**src/rtl/mul_seq_ctrl.sv**
```systemverilog
// mul_seq_ctrl: iterative radix-2 shift-add multiplier for RV32M (MUL/MULH/MULHU/MULHSU).
// Define MUL_EARLY_EXIT_EN to leave CALC as soon as the remaining multiplier is zero.
module mul_seq_ctrl #(
   parameter int dataW = 32
) (
   input  logic             clock,
   input  logic             reset,
   input  logic             start,
   input  logic             flush,
   input  logic [1:0]       mulCode,
   input  logic [dataW-1:0] A,
   input  logic [dataW-1:0] B,
   output logic             busy,
   output logic             done,
   output logic [dataW-1:0] result
);
   localparam int CW = $clog2(dataW);
   typedef enum logic [1:0] {IDLE, CALC, FIX, DONE} state_t;
   state_t state, state_nx;
   logic [2*dataW-1:0] mcand, prod, prod_fix;
   logic [dataW-1:0] mplier, a_mag, b_mag;
   logic [CW-1:0] cnt;
   logic [1:0] code;
   logic neg, a_neg, b_neg, last, accept;
   always_comb begin
      a_neg = mulCode != 2'd2 && A[dataW-1];
      b_neg = !mulCode[1] && B[dataW-1];
      a_mag = a_neg ? -A : A;
      b_mag = b_neg ? -B : B;
      accept = state == IDLE && start && !flush;
`ifdef MUL_EARLY_EXIT_EN
      last = cnt == CW'(dataW - 1) || mplier[dataW-1:1] == '0;
`else
      last = cnt == CW'(dataW - 1);
`endif
      prod_fix = neg ? -prod : prod;
      state_nx = flush ? IDLE :
                 state == IDLE ? (start ? CALC : IDLE) :
                 state == CALC ? (last ? FIX : CALC) :
                 state == FIX  ? DONE : IDLE;
      busy = state != IDLE;
      done = state == DONE;
   end
   always_ff @(posedge clock or posedge reset)
      if (reset) state <= IDLE;
      else state <= state_nx;
   always_ff @(posedge clock or posedge reset)
      if (reset) begin
         mcand  <= '0;
         mplier <= '0;
         prod   <= '0;
         cnt    <= '0;
         code   <= '0;
         neg    <= 1'b0;
         result <= '0;
      end else if (accept) begin
         mcand  <= {{dataW{1'b0}}, a_mag};
         mplier <= b_mag;
         prod   <= '0;
         cnt    <= '0;
         code   <= mulCode;
         neg    <= a_neg ^ b_neg;
      end else if (state == CALC && !flush) begin
         if (mplier[0]) prod <= prod + mcand;
         mcand  <= mcand << 1;
         mplier <= mplier >> 1;
         cnt    <= cnt + 1'b1;
      end else if (state == FIX && !flush) begin
         // Sign fix and word select land together on the edge into DONE
         prod   <= prod_fix;
         result <= code == 2'd0 ? prod_fix[dataW-1:0] : prod_fix[2*dataW-1:dataW];
      end
endmodule

```
**config.mk**
```make
export PLATFORM = sky130hd
export DESIGN_NAME = mul_seq_ctrl
export DESIGN_NICKNAME = d
export VERILOG_FILES = /design/src/rtl/mul_seq_ctrl.sv
export SDC_FILE = /design/constraint.sdc
export NUM_CORES = 1
export LEC_CHECK = 0
export ABC_AREA = 1
export ABC_CLOCK_PERIOD_IN_PS = 9000
export CAP_MARGIN = 20
export CORE_ASPECT_RATIO = 1.25
export CORE_UTILIZATION = 62
export CTS_CLUSTER_SIZE = 16
export DETAILED_ROUTE_END_ITERATION = 12
export PLACE_DENSITY = 0.82
export SYNTH_ARGS = -nofsm -noshare
export SYNTH_HDL_FRONTEND = slang
export SYNTH_SLANG_ARGS = --single-unit
```
**constraint.sdc**
```tcl
create_clock -name clock -period 9 [get_ports clock]
set_clock_uncertainty 0.15 [all_clocks]
set_input_delay 0.9 -clock clock [delete_from_list [all_inputs] [get_ports clock]]
set_output_delay 0.9 -clock clock [all_outputs]
set_load 0.02 [all_outputs]
```
After elaboration in Yosys (flattened, before gate mapping). Index checks and enable logic that the tools add are counted.

Magnitude comparators: 0. Multiplexer cells: 20. Add/subtract/negate cells: 5. $mul: 0. Bitwise gates (word level): 3. Equality and inequality tests: 6. Shift operators: 0. Reductions and logical operators: 15. Div/mod/pow operators: 0.

Operators with widths (number): $mux 64 (7); $mux 32 (5); $add 64x64->64 (1); $neg 32->32 (2); $neg 64->64 (1); $mux 2 (5); $mux 5 (2); $logic_and 1x1->1 (6); $add 5x1->5 const B (1); $eq 5x5->1 const B (1); $eq 2x2->1 const B (2); $logic_not 2->1 (2); $reduce_bool 2->1 (2); $ne 3x3->1 const B (1); $reduce_and 3->1 (1); $reduce_bool 3->1 (1); $eq 2x1->1 const B (1); $logic_not 1->1 (2); $ne 2x2->1 const B (1); $not 1->1 (2); $reduce_and 2->1 (1); $mux 1 (1); $xor 1x1->1 (1).

RAM bits: 0. Bits in latches: 0. Flip-flop bits (word level): 202. Memories kept: 0. Bits in read-only memories: 0. Word-level logic and storage cells: 57.

Longest topological paths before layout.
Word-level depth: 5. Depth in mapped cells: 17. Gate-level depth less buffers: 17.

Least setup slack after synthesis. OpenSTA, ideal clock, no wires.

Kind: input -> register. From: input A[0]. To: register mcand[20]. Slack: 6551 ps. Stages: 12. Setup time: 117 ps. Arrival: 2182 ps. Required time: 8733 ps. Path buffers: 0. Cells stage by stage: inv_1 ha_1 nand3_1 nor3_2 nand2_1 inv_1 nand2_1 o21ai_1 xor2_1 nand2_1 nand2_1 nand2_1.

Cells in the longest elaborated chain, start to end: 3.

Ends and longest elaborated chain: start: declaration (line 11) `input logic [dataW-1:0] A,`; $neg 32->32 (line 28) `a_mag = a_neg ? -A : A;`; $mux 32 (line 28); $mux 64 (line 56) `end else if (accept) begin`; end signal: assignment (line 57) `mcand <= {{dataW{1'b0}}, a_mag};`; end signal: assignment (line 65) `mcand <= mcand << 1;`; end: declaration (line 20) `logic [2*dataW-1:0] mcand, prod, prod_fix;`.

Every way passes these cells. A chain may end at the register's enable or synchronous reset.

Worst setup path in the final report.
From: input flush. To: register prod[11].

Cells in the longest elaborated chain, start to end: 4. Elaborated cells on any way between the ends: 9.

Ends and longest elaborated chain: start: declaration (line 9) `input logic flush,`; $logic_not 1->1 (*) (line 30, 63, 68); $logic_and 1x1->1, on equally long branches (line 30, 63, 68); $ne 3x3->1 (no source line), or another cell as far along; $reduce_and 2->1 (no source line) / $mux 64 (equally long branches); end signal: assignment (line 64) `if (mplier[0]) prod <= prod + mcand;`; end signal: assignment (line 70) `prod <= prod_fix;`; end: declaration (line 20).

Every way passes the cells marked *; elsewhere a longest branch is shown, timed or not.

==> flow_summary.yaml <==
synth:
  syn_area_per_cell_um2: 5.74
  synth_common_cells: "nand2_1, inv_1, nor2_1"
  syn_nets: 3435
  synth.area.mux_share_pct: 0
  synthArstFlopShare_pct: 100
  synthXorXnorAreaFrac_pct: 3.79
  synth_ff_type: "dfrtp_1"
  syn_area_um2: 18900
  synth_compound_area_share_pct: 11.0
  ys_top_cells_by_area: "dfrtp_1, nand2_1, inv_1, nand3_1, nor2_1"
  ys_ff_latch: 202
  synth_cell_type_count: 46
  netlist_instances: 3296
  synth-edff-count: 0
  synthSimpleGateAreaFrac_pct: 40.9
  yosysMostFrequentCell: "nand2_1"
  synth_warnings: 0
  netlist.area_leader.share_pct: 26.7
  synth_top_family_by_area: "simple AND/OR/NAND/NOR gates"
  synth_seq_area_share_pct: 26.7
  synth_fa_ha_area_share_pct: 4.60
  synth_largest_area_cell: "dfrtp_1"
detailed_routing:
  vias: 22000
  dr.first_iter.drc_count: 2631
  via_per_inst: 5.86
  remaining_drc_errors: 0
  wl_um: 73000
  ant_nets: 0
  routedWlPerCell_um: 19.4
  first_pass_iters: 9
global_routing:
  grt_pass1_wl_um: 112000
  grtUsageTotal_pct: 47.8
  antenna_found_initial: 4
  grt.overflow.total: 0
  grt_pass1_vias: 20700
  grt_start_max_net_pins: 135
flow_run:
  maxCapViolCount: 0
sta:
  relSlewSlack_pct: 17.9
  worst_pin_slew_ns: 1.22
  timing.final.max_slew_violations: 0
  rsz0062_at_grt: "false"
  setup_viol_count_final: 0
  finalCriticalPeriod_ns: 4.50
  hold_viol_final: 0
  hold_ws_ns: 0.329
  max_clock_freq_ghz: 0.222
  setup_tns_ns: 0
  min_period_over_period_pct: 50.0
clock_network:
  cts_tree: "built"
  cts_setup_buffers: 0
  clock_latency_ns: 0.56
  cts_max_level: 1
  numClockSinks: 202
  cts-root-buf: "clkbuf_16"
  cts_buffers: 22
  clk_pin_slew_ns: 0.06
  hold_buffers: 0
  ctsResizeCount: 0
  clockBufferDepth: 3
placement:
  dp_cells: 3725
  gp_congestion: 1.10
  detailed_place_hpwl_um: 54400
  io_buffers: 103
floorplanning:
  core_um2: 30000
  die_width_um: 158
  initial_core_util_pct: 63.0
  num_io_pins: 104
  num_rows: 71
  dieArea_um2: 31200
  die_h_um: 197
pwr:
  intPower_uw: 2240
  power_density_nw_per_um2: 215
  power_leakage_uw: 0.0114
  pwr-share-comb_pct: 48.6
  power_switching_share_pct: 50.3
  switching_power_uw: 2260
  clockPowerShare_pct: 21.4
  sequentialPowerShare_pct: 30.0
  peakVddDrop_uv: 155
  power_uw: 4500
final_layout:
  nFillCells: 2786
  final_nets: 3487
  final_cells: 3764
  drive_gt1_share_pct: 2.59
  area_delta_synth_final_pct: 10.7
setup_path:
  slowest_delay_ns: 0.93
  r2r-start: "state[0]"
  r2r_slack_ns: 5.00
  criticalPathCategory: "primary input to register"
  cp_data_arrival_time_ns: 4.80
  crit_required_ns: 9.30
  path_common_cell: "inv_2"
  path_delay_family: "buffers and inverters"
  crit_slowest_cell: "nor2_4"
  r2r_cells: 9
  r2r-end: "prod[11]"
  worst-path-buf-inv: 5
  critical_path.max_fanout: 50
  startpoint_type: "primary input"
  crit_chain: "clkdlybuf4s50_1 -> nor2_1 -> nand2_1 -> buf_4 -> inv_2 -> nor2_4 -> inv_2 -> nor2_4 -> inv_2 -> o21ai_0"
  crit_path_end_kind: "register"
hold_path:
  hold_start: "mplier[30]"
  min_path_cells: 2
  min_to: "mplier[30]"
  hold_path.class: "register to register"
run_status:
  run_status: "complete, no violations"
## routing by layer
layer	share of wire [%]	GRT usage (%)	wire, um
met5	0.053	0	39
met4	11	45.4	8240
met3	10	12.4	7590
met2	44	74.4	31900
met1	35	52.5	25200
## worst max path at each step
stage	start	end	depth (start not counted)
floorplan	reset	cnt[0]	1
global placement	flush	prod[0]	11
detailed placement	flush	prod[11]	10
CTS	flush	prod[11]	10
global route	flush	prod[11]	10
finish	flush	prod[11]	10
## power groups by stage
stage / Clock (uW) / Combinational [uW] / Sequential [uW]
after floorplan: 0 / 1470 / 1190
after global placement: 0 / 2030 / 1320
after detailed placement: 0 / 2070 / 1330
after CTS: 957 / 2090 / 1320
after global routing: 992 / 2400 / 1350
final: 961 / 2190 / 1350
## final cells by class
type                            instances  area (um2)  share of cell area [%]
Antenna cell                            1        2.50                  0.0119
Tap cell                              401         502                    2.39
Inverter                              555        2090                    9.98
Clock inverter                         10         128                   0.609
Multi-Input combinational cell       2452       11400                    54.5
Sequential cell                       202        5060                    24.1
Timing Repair Buffer                  115        1130                    5.41
Clock buffer                           28         613                    2.93
## kinds of logic (layout without fill, tap and decap cells)
group | count (synthesis) | count (layout)
buf+inv | 642 | 708
fa+ha+maj | 69 | 69
flops | 202 | 202
simple gates | 1915 | 1915
other cells | 0 | 1
xor+xnor | 82 | 82
compound gates | 386 | 386
## sequential cells by signal, indices dropped and copies added (netlist names)
register	flops
result	32
neg	1
code	2
prod	64
cnt	5
mplier	32
state	2
mcand	64
## metrics by stage
stage               instance area [um2]  utilization (%)  setup slack, ns
global route                      21000             69.8             4.23
floorplan                         18900                -             2.44
CTS                               21000             69.8             4.61
finish                            21000             69.8             4.50
global placement                  20200             67.2             4.25
detailed placement                20200             67.3             4.05
## layout by cell type (no fill, tap or decap), types with 3 or more instances in the layout
cell | netlist | final
nor2_2 | 5 | 7
clkbuf_16 | 0 | 22
a22o_1 | 6 | 6
inv_1 | 546 | 545
nor2_1 | 297 | 295
nand3_2 | 5 | 6
o22ai_1 | 36 | 36
inv_2 | 9 | 9
ha_1 | 68 | 68
nand3b_1 | 13 | 13
xnor2_1 | 19 | 19
xor2_1 | 63 | 63
o21ai_0 | 193 | 192
nor3_1 | 20 | 20
nand3_1 | 224 | 223
dfrtp_1 | 202 | 201
o221ai_1 | 5 | 5
o21bai_1 | 3 | 3
o211ai_1 | 10 | 10
or2_2 | 4 | 4
clkdlybuf4s50_1 | 0 | 103
nand4_1 | 20 | 20
nor2_4 | 6 | 6
o21ai_1 | 17 | 18
nor4_1 | 8 | 8
buf_4 | 1 | 11
clkbuf_8 | 0 | 4
a21oi_1 | 104 | 104
clkinv_2 | 0 | 3
nand2_1 | 1306 | 1306
## worst register-to-register path, stage by stage, from the launching register on
cell     delay, ns
dfrtp_1       0.41
nor2_1        0.10
nand2_1       0.06
buf_4         0.38
inv_2         0.36
nor2_4        0.28
inv_2         0.41
nor2_4        0.94
inv_2         0.46
o21ai_0       0.35
(Power assumes the default switching activity.)
